### config.mk
export PLATFORM = sky130hd
export DESIGN_NAME = rm_ihpsg13_1p_march_bist_ctrl
export DESIGN_NICKNAME = d
export VERILOG_FILES = /design/src/rtl/rm_ihpsg13_1p_march_bist_ctrl.sv
export SDC_FILE = /design/constraint.sdc
export NUM_CORES = 1
export LEC_CHECK = 0
export BUFFER_PORTS_ARGS = -buffer_cell sky130_fd_sc_hd__buf_2
export CAP_MARGIN = 25
export CORE_MARGIN = 4
export CORE_UTILIZATION = 52
export DETAILED_ROUTE_END_ITERATION = 6
export PLACE_DENSITY = 0.75
export SYNTH_ARGS = -nofsm -noshare
export SYNTH_HDL_FRONTEND = slang
export SYNTH_SLANG_ARGS = --single-unit
### constraint.sdc
create_clock -name A_BIST_CLK -period 3.55 [get_ports A_BIST_CLK]
set_clock_uncertainty 0.1 [all_clocks]
set_input_delay 0.1775 -clock A_BIST_CLK [delete_from_list [all_inputs] [get_ports A_BIST_CLK]]
set_output_delay 0.1775 -clock A_BIST_CLK [all_outputs]
set_load 0.02 [all_outputs]
### src/rtl/rm_ihpsg13_1p_march_bist_ctrl.sv
// March C- BIST controller for a single-port bm_bist SRAM macro; checks A_DOUT and reports the first miscompare.
// Optional RM_BIST_CHECKERBOARD_EN adds a second pass with a 0x55/0xAA checkerboard background and fail_pass_o.
module rm_ihpsg13_1p_march_bist_ctrl #(
   parameter int DATA_W = 8,
   parameter int ADDR_W = 10
) (
   input  logic              A_BIST_CLK,
   input  logic              A_BIST_RST_N,
   input  logic              start_i,
   output logic              busy_o,
   output logic              done_o,
   output logic              fail_o,
   output logic [ADDR_W-1:0] fail_addr_o,
   output logic [2:0]        fail_elem_o,
   output logic [DATA_W-1:0] fail_data_o,
   output logic              A_BIST_EN,
   output logic              A_BIST_MEN,
   output logic              A_BIST_WEN,
   output logic              A_BIST_REN,
   output logic [ADDR_W-1:0] A_BIST_ADDR,
   output logic [DATA_W-1:0] A_BIST_DIN,
   output logic [DATA_W-1:0] A_BIST_BM,
   input  logic [DATA_W-1:0] A_DOUT
`ifdef RM_BIST_CHECKERBOARD_EN
   ,
   output logic              fail_pass_o
`endif
);

   localparam logic [1:0] S_IDLE  = 2'd0;
   localparam logic [1:0] S_RUN   = 2'd1;
   localparam logic [1:0] S_DRAIN = 2'd2;
   localparam logic [1:0] S_DONE  = 2'd3;

   logic [1:0]        state_q;
   logic [2:0]        elem_q;
   logic [ADDR_W-1:0] addr_q;
   logic              phase_q;
   logic              last_q;
   logic              cur_pass;
   logic              last_pass;

   logic              men_q, wen_q, ren_q;
   logic [ADDR_W-1:0] port_addr_q;
   logic [DATA_W-1:0] din_q, port_exp_q;
   logic [2:0]        port_elem_q;

   logic              chk_q;
   logic [DATA_W-1:0] chk_exp_q;
   logic [ADDR_W-1:0] chk_addr_q;
   logic [2:0]        chk_elem_q;

   logic              start_acc, down, single, is_read, inv;
   logic              last_in_elem, addr_end, elem_end, final_op;
   logic [DATA_W-1:0] bg, op_data;

`ifdef RM_BIST_CHECKERBOARD_EN
   logic pass_q, port_pass_q, chk_pass_q;
   assign cur_pass  = pass_q;
   assign last_pass = pass_q;
`else
   assign cur_pass  = 1'b0;
   assign last_pass = 1'b1;
`endif

   assign busy_o      = (state_q == S_RUN) || (state_q == S_DRAIN);
   assign done_o      = (state_q == S_DONE);
   assign start_acc   = start_i && !busy_o;
   assign A_BIST_EN   = busy_o;
   assign A_BIST_MEN  = men_q;
   assign A_BIST_WEN  = wen_q;
   assign A_BIST_REN  = ren_q;
   assign A_BIST_ADDR = port_addr_q;
   assign A_BIST_DIN  = din_q;
   assign A_BIST_BM   = {DATA_W{busy_o}};

   // Decode the op at the current sequencer position; phase 0 is the read of an r/w pair.
   always_comb begin
      bg = '0;
      if (cur_pass) begin
         for (int i = 0; i < DATA_W; i++) bg[i] = ((i % 2) == 0) ? ~addr_q[0] : addr_q[0];
      end
      inv = 1'b0;
      case (elem_q)
         3'd1, 3'd3: inv = phase_q;
         3'd2, 3'd4: inv = ~phase_q;
         default:    inv = 1'b0;
      endcase
      down         = (elem_q == 3'd3) || (elem_q == 3'd4);
      single       = (elem_q == 3'd0) || (elem_q == 3'd5);
      is_read      = (elem_q != 3'd0) && !phase_q;
      op_data      = inv ? ~bg : bg;
      last_in_elem = single || phase_q;
      addr_end     = down ? (addr_q == '0) : (addr_q == '1);
      elem_end     = last_in_elem && addr_end;
      final_op     = elem_end && (elem_q == 3'd5) && last_pass;
   end

   always_ff @(posedge A_BIST_CLK or negedge A_BIST_RST_N) begin
      if (!A_BIST_RST_N) begin
         state_q     <= S_IDLE;
         elem_q      <= '0;
         addr_q      <= '0;
         phase_q     <= 1'b0;
         last_q      <= 1'b0;
         men_q       <= 1'b0;
         wen_q       <= 1'b0;
         ren_q       <= 1'b0;
         port_addr_q <= '0;
         din_q       <= '0;
         port_exp_q  <= '0;
         port_elem_q <= '0;
`ifdef RM_BIST_CHECKERBOARD_EN
         pass_q      <= 1'b0;
         port_pass_q <= 1'b0;
`endif
      end else begin
         case (state_q)
            S_IDLE, S_DONE: begin
               if (start_acc) begin
                  state_q <= S_RUN;
                  elem_q  <= '0;
                  addr_q  <= '0;
                  phase_q <= 1'b0;
                  last_q  <= 1'b0;
`ifdef RM_BIST_CHECKERBOARD_EN
                  pass_q  <= 1'b0;
`endif
               end
            end
            S_RUN: begin
               if (last_q) begin
                  men_q       <= 1'b0;
                  wen_q       <= 1'b0;
                  ren_q       <= 1'b0;
                  port_addr_q <= '0;
                  din_q       <= '0;
                  state_q     <= S_DRAIN;
               end else begin
                  men_q       <= 1'b1;
                  wen_q       <= !is_read;
                  ren_q       <= is_read;
                  port_addr_q <= addr_q;
                  din_q       <= is_read ? '0 : op_data;
                  port_exp_q  <= op_data;
                  port_elem_q <= elem_q;
`ifdef RM_BIST_CHECKERBOARD_EN
                  port_pass_q <= pass_q;
`endif
                  if (final_op) last_q <= 1'b1;
                  // Addresses only wrap when an element ends; down elements start from the top.
                  if (!last_in_elem) begin
                     phase_q <= 1'b1;
                  end else begin
                     phase_q <= 1'b0;
                     if (elem_end) begin
                        elem_q <= (elem_q == 3'd5) ? 3'd0 : elem_q + 3'd1;
                        addr_q <= ((elem_q == 3'd2) || (elem_q == 3'd3)) ? '1 : '0;
`ifdef RM_BIST_CHECKERBOARD_EN
                        if (elem_q == 3'd5) pass_q <= 1'b1;
`endif
                     end else begin
                        addr_q <= down ? addr_q - 1'b1 : addr_q + 1'b1;
                     end
                  end
               end
            end
            S_DRAIN: state_q <= S_DONE;
            default: state_q <= S_IDLE;
         endcase
      end
   end

   // Read data returns one cycle after the strobe, so the expectation travels one stage behind it.
   always_ff @(posedge A_BIST_CLK or negedge A_BIST_RST_N) begin
      if (!A_BIST_RST_N) begin
         chk_q       <= 1'b0;
         chk_exp_q   <= '0;
         chk_addr_q  <= '0;
         chk_elem_q  <= '0;
         fail_o      <= 1'b0;
         fail_addr_o <= '0;
         fail_elem_o <= '0;
         fail_data_o <= '0;
`ifdef RM_BIST_CHECKERBOARD_EN
         chk_pass_q  <= 1'b0;
         fail_pass_o <= 1'b0;
`endif
      end else begin
         chk_q      <= ren_q;
         chk_exp_q  <= port_exp_q;
         chk_addr_q <= port_addr_q;
         chk_elem_q <= port_elem_q;
`ifdef RM_BIST_CHECKERBOARD_EN
         chk_pass_q <= port_pass_q;
`endif
         if (start_acc) begin
            fail_o      <= 1'b0;
            fail_addr_o <= '0;
            fail_elem_o <= '0;
            fail_data_o <= '0;
`ifdef RM_BIST_CHECKERBOARD_EN
            fail_pass_o <= 1'b0;
`endif
         end else if (chk_q && !fail_o && (A_DOUT != chk_exp_q)) begin
            fail_o      <= 1'b1;
            fail_addr_o <= chk_addr_q;
            fail_elem_o <= chk_elem_q;
            fail_data_o <= A_DOUT;
`ifdef RM_BIST_CHECKERBOARD_EN
            fail_pass_o <= chk_pass_q;
`endif
         end
      end
   end

endmodule
### Word-level counts from Yosys, hierarchy flattened

Index checks and enable logic that the tools add are counted.

| storage, ports and cells | value |
|---|---|
| flip-flop bits (word level) | 93 |
| bits in latches | 0 |
| memory bits (writable) | 0 |
| bits in read-only memories | 0 |
| input port bits | 11 |
| output and inout port bits | 54 |
| logic and storage cells | 110 |
| memories kept | 0 |

| cells by class | value |
|---|---|
| add/subtract/negate cells | 3 |
| multipliers | 0 |
| divide/modulo/power cells | 0 |
| magnitude comparators | 0 |
| eq/ne operators | 15 |
| shifts and indexed selects | 0 |
| muxes and demuxes | 40 |
| bitwise gates (word level) | 2 |
| reduce and logical (&&, ||, !) cells | 30 |

Operator list:

| operator | number |
|---|---|
| $mux W10 | 9 |
| $mux W8 | 5 |
| $mux W3 | 7 |
| $pmux W10 S2 | 1 |
| $mux W1 | 11 |
| $add A10 B1 Y10 const B | 1 |
| $eq A10 B10 Y1 const B | 1 |
| $logic_not A10 Y1 | 1 |
| $ne A2 B2 Y1 const B | 5 |
| $sub A10 B1 Y10 const B | 1 |
| $ne A8 B8 Y1 | 1 |
| $eq A3 B2 Y1 const B | 2 |
| $eq A3 B3 Y1 const B | 2 |
| $logic_and A1 B1 Y1 | 6 |
| $pmux W1 S2 | 3 |
| $pmux W2 S3 | 1 |
| $pmux W3 S2 | 1 |
| $reduce_and A2 Y1 | 3 |
| $reduce_or A2 Y1 | 3 |
| $logic_or A1 B1 Y1 | 5 |
| $reduce_and A5 Y1 | 1 |
| $eq A2 B2 Y1 const B | 2 |
| $logic_not A1 Y1 | 4 |
| $mux W2 | 2 |
| other kinds (10) | 12 |

### Depth between registers and ports, before layout

| logic depth | value |
|---|---|
| depth after elaboration | 8 |
| mapped depth | 10 |
| depth with buffers taken out | 9 |

### Worst setup path before layout

OpenSTA, ideal clock, no wires.

| timing | value |
|---|---|
| path type | flip-flop to flip-flop |
| start | register elem_q[0] |
| end | register addr_q[9] |
| library setup time | 0.094 ns |
| arrival time | 2.527 ns |
| data required time | 3.356 ns |
| path slack | 0.829 ns |
| cell stages (with the launch flop) | 10 |
| buffers on the path | 0 |
| clock period less this slack | 2.721 ns |
| cells stage by stage | dfrtp_1 -> and2_4 -> mux2_4 -> ha_1 -> and3_4 -> a2111oi_2 -> nor2_1 -> mux2_2 -> and3_1 -> a211oi_1 |

| between the ends | value |
|---|---|
| cells in the longest elaborated chain, start to end | 8 |
| elaborated cells between the ends (all ways) | 19 |
| those cells by class | eq/ne: 5; mux: 7; reduce/logical: 7 |

RTL lines:

| what | RTL line | text |
|---|---|---|
| from (decl) | 36 | `logic [2:0] elem_q;` |
| from (signal assigned) | 157 | `elem_q <= (elem_q == 3'd5) ? 3'd0 : elem_q + 3'd1;` |
| $eq A3 B2 Y1 (tied with other cells) | 89, 158 |  |
| $logic_or A1 B1 Y1, on equally long branches | 89, 90 |  |
| $mux W1 or $logic_or A1 B1 Y1 (tied branches) | 94, 93 |  |
| $logic_and A1 B1 Y1 | 95 | `elem_end = last_in_elem && addr_end;` |
| $mux W10 | 156 | `if (elem_end) begin` |
| $mux W10 | 152 | `if (!last_in_elem) begin` |
| $mux W10 | 132 | `if (last_q) begin` |
| $pmux W10 S2 | 118 | `case (state_q)` |
| to (signal assigned) | 158 | `addr_q <= ((elem_q == 3'd2) \|\| (elem_q == 3'd3)) ? '1 : '0;` |
| to (signal assigned) | 163 | `addr_q <= down ? addr_q - 1'b1 : addr_q + 1'b1;` |
| to (decl) | 37 | `logic [ADDR_W-1:0] addr_q;` |

Several ways; a longest one is shown, not always the timed one. The select of a mux whose other input is x is not followed.
A chain may end at the register's enable or synchronous reset.

### Worst setup path after layout

| timing | value |
|---|---|
| start | register elem_q[1] |
| end | register addr_q[9] |

Same word-level chain as after synthesis.

==> metrics.md <==
| Metric | Value |
|---|---|
| Status | completed |
| Row cnt | 29 |
| Worst-Skew Late Latency | approximately 340 ps |
| Kind of critical path | flop to flop |
| Crit-path slowest cell | dfrtp_1 |
| Overall Power | 3.85 mW |
| Post-synth top cells | dfrtp_1 (72), nand2_1 (35), nor2_1 (35), mux2i_1 (23), buf_4 (17) |
| Routed WL | 7.43 mm |
| Crit path max fanout | 15 |
| GR Overflow Total | 0 |
| Hold Slack | about 14 ps |
| Syn Inst Count | roughly 340 |
| Max frequency | between 300 and 400 MHz |
| CTS max path bufs | 2 |
| DR pass1 iterations | 4 |
| Number of flops mapped to enable cells by yosys | 0 |
| Synth warn | 0 |
| Pwr dens | 939 nW/um^2 |
| TritonCTS Sinks | 72 |
| Port Buffers | 64 |
| Min cycle time layout | 3140 ps |
| Initial DRC Count | about 170 |
| Initial Utilization | 54.9% |
| Sequential-to-total area share from yosys stat | about 51% |
| Final hold vios | 0 |
| CTS tree | yes |
| Worst path cell trace | and2_4 -> mux2_4 -> ha_1 -> and3_1 -> a2111oi_2 -> nor2_1 -> mux2_2 -> a311oi_1 -> a211oi_1 |
| Critical Path Sink Type | flop |
| Crit. Startpoint | elem_q[1]$_DFFE_PN0P_ |
| Worst Max-Slew Pin Slew | roughly 880 ps |
| CP max stage delay | approximately 520 ps |
| Pleak | around 2.2 nW |
| Peak supply drop | approximately 0.54 mV |
| Share of layout cells above drive strength 1 | roughly 24% |
| Final Cycle Share | roughly 90% |
| Post-detail-place hpwl | approximately 5.3 mm |
| Placer Congestion | 0.844 |
| Vias/cell | between 5 and 6 |
| Final setup fails | 0 |
| Min-Delay Path Class | input pin to flop |
| Initial antenna violation count | 0 |
| Max-cap viol count | 0 |
| Setup TNS | 0 ps |
| Worst R2R Start | elem_q[1]$_DFFE_PN0P_ |
| H-tree depth | 3 |
| Core ar. | approximately 6500 um^2 |
| ANT cells | 0 |
| Postcts setup bufs | 0 |
| First-pass GRT wire length | between 10 and 15 mm |
| Die area | between 8000 and 9000 um^2 |
| Worst Path Required | between 3000 and 4000 ps |
| CP bufs+invs | 0 |
| Layout area overhead | 15.1% |
| Final Slew Violations | 0 |
| CP Launch Type | flop |
| Vias in the first global route | approximately 2700 |
| Synth area leaders | dfrtp_1 (51%), mux2i_1 (6.5%), ha_1 (4.6%) |
| Syn_area_per_cell | 10.4 um^2 |
| Die Y-Extent | ~91 um |
| Root buffer cell | clkbuf_8 |
| Relative slew margins | 41.1% |
| Register bit total from synthesis | 72 |
| Via count | between 2000 and 3000 |
| WP data arrival | ~3300 ps |
| Cell family with most CP delay | compound AO/OA/AOI/OAI gates |
| Post-cts sizing count | 0 |
| DR DRC count | 0 |
| Antenna-violating nets left | 0 |
| Fin nets | around 420 |
| I/O pin cnt | 65 |
| Top cell type's share of synthesized area | between 50% and 60% |
| Post-CTS Hold Buffers | 3 |
| Mapped Nets | 366 |
| Final core utilization | a little over three fifths |
| Synth Flop Type | dfrtp_1 |
| Synth cell types | 53 |
| Die Width | between 90 and 100 um |
| Clk pin slew, worst setup/hold paths | ~70 ps |
| Largest net degree at the start of global routing | 73 |
| TritonCTS buffer count | 9 |
| Post-synth design cell area | between 3000 and 4000 um^2 |
| WL/cell | approximately 16 um |
| Ys async rst share | between 90% and 100% |
| Hold Startpoint | A_DOUT[1] |
| Global-route usage over all layers | a little under a fifth |
| Top-count cell post-synth | dfrtp_1 |
| RSZ-0062 raised after global routing | false |
| Largest area contributor in the netlist | dfrtp_1 |
==> path summary, 6_finish.rpt <==
path                                              end  slack [ps]  depth (start not counted)
max                             addr_q[9]$_DFFE_PN0P_         410                          9
min                        fail_data_o[1]$_DFFE_PN0P_          10                          3
max reg2reg                     addr_q[9]$_DFFE_PN0P_         410                          9
min reg2reg                   chk_elem_q[2]$_DFF_PN0_         290                          0
max in group asynchronous  fail_data_o[5]$_DFFE_PN0P_        2310                          3
min in group asynchronous  fail_addr_o[5]$_DFFE_PN0P_         470                          3
==> area by class of cell <==
class	count	area [um^2]
Fill cell	534	2390
Sequential cell	72	1800
Multi-Input combinational cell	228	1530
Timing Repair Buffer	75	410
Clock buffer	10	138
Tap cell	77	96.3
Clock inverter	6	91.3
Inverter	10	37.5
==> sequential cells by signal, indices dropped and copies added, names as in the netlist, 2 cells and up <==
register	flops
fail_addr_o	10
A_BIST_ADDR	10
chk_elem_q	3
fail_data_o	8
state_q	2
addr_q	10
elem_q	3
fail_elem_o	3
port_elem_q	3
chk_addr_q	10
==> per-stage QoR <==
stage | area, um^2 | std cells | setup WS [ps]
finish | 4100 | 478 | 405
global route | 4100 | 478 | 253
CTS | 4100 | 478 | 431
detailed placement | 3840 | 459 | 447
global placement | 3840 | 459 | 591
floorplan | 3560 | 341 | 829
==> layer usage <==
| layer | global-route usage [%] | vias up | wire length (um) |
|---|---|---|---|
| met5 | 0 | - | 0 |
| met4 | 7.79 | 0 | 84 |
| met3 | 5.42 | 12 | 378 |
| met2 | 31.1 | 74 | 3670 |
| met1 | 23.9 | 1299 | 3290 |
| li1 | - | 1294 | - |
==> report_power, final <==
group	switching [mW]	leakage, nW	internal [mW]
Sequential	0.230	0.980	1.08
Combinational	1.15	1.12	0.674
Clock	0.305	0.117	0.418
Total	1.68	2.22	2.17
==> layout by cell type (no fill, tap or decap), types with 3 or more instances in the layout <==
cell,n
nor3_1,7
nand4_1,3
a31oi_1,4
a21o_1,3
inv_1,9
ha_1,13
mux2i_1,23
buf_4,8
nand2b_1,3
dfrtp_1,72
xor2_1,3
dlygate4sd3_1,3
nor2_1,35
clkbuf_8,10
o2bb2ai_1,11
o21ai_1,9
o21bai_1,3
o211ai_1,3
a21oi_1,8
nor3b_1,3
nand3_1,6
o21ai_0,14
nand2_1,35
buf_2,64
xnor2_1,6
==> worst reg2reg max path: stages (launching register included) <==
cell,delay (ps)
dfrtp_1,520
and2_4,230
mux2_4,360
ha_1,380
and3_1,240
a2111oi_2,450
nor2_1,110
mux2_2,290
a311oi_1,250
a211oi_1,90
==> cell families after synthesis <==
kind of cell | count (synthesis) | synth area share [%]
adder cells (fa/ha/maj) | 14 | 5.13
XOR/XNOR | 9 | 2.21
buffers and inverters | 41 | 6.64
flip-flops | 72 | 50.6
AND/OR/NAND/NOR | 108 | 14.2
AO/OA/AOI/OAI | 71 | 13.7
multiplexers | 26 | 7.62
Note: power is estimated with default switching activity, not from simulation.
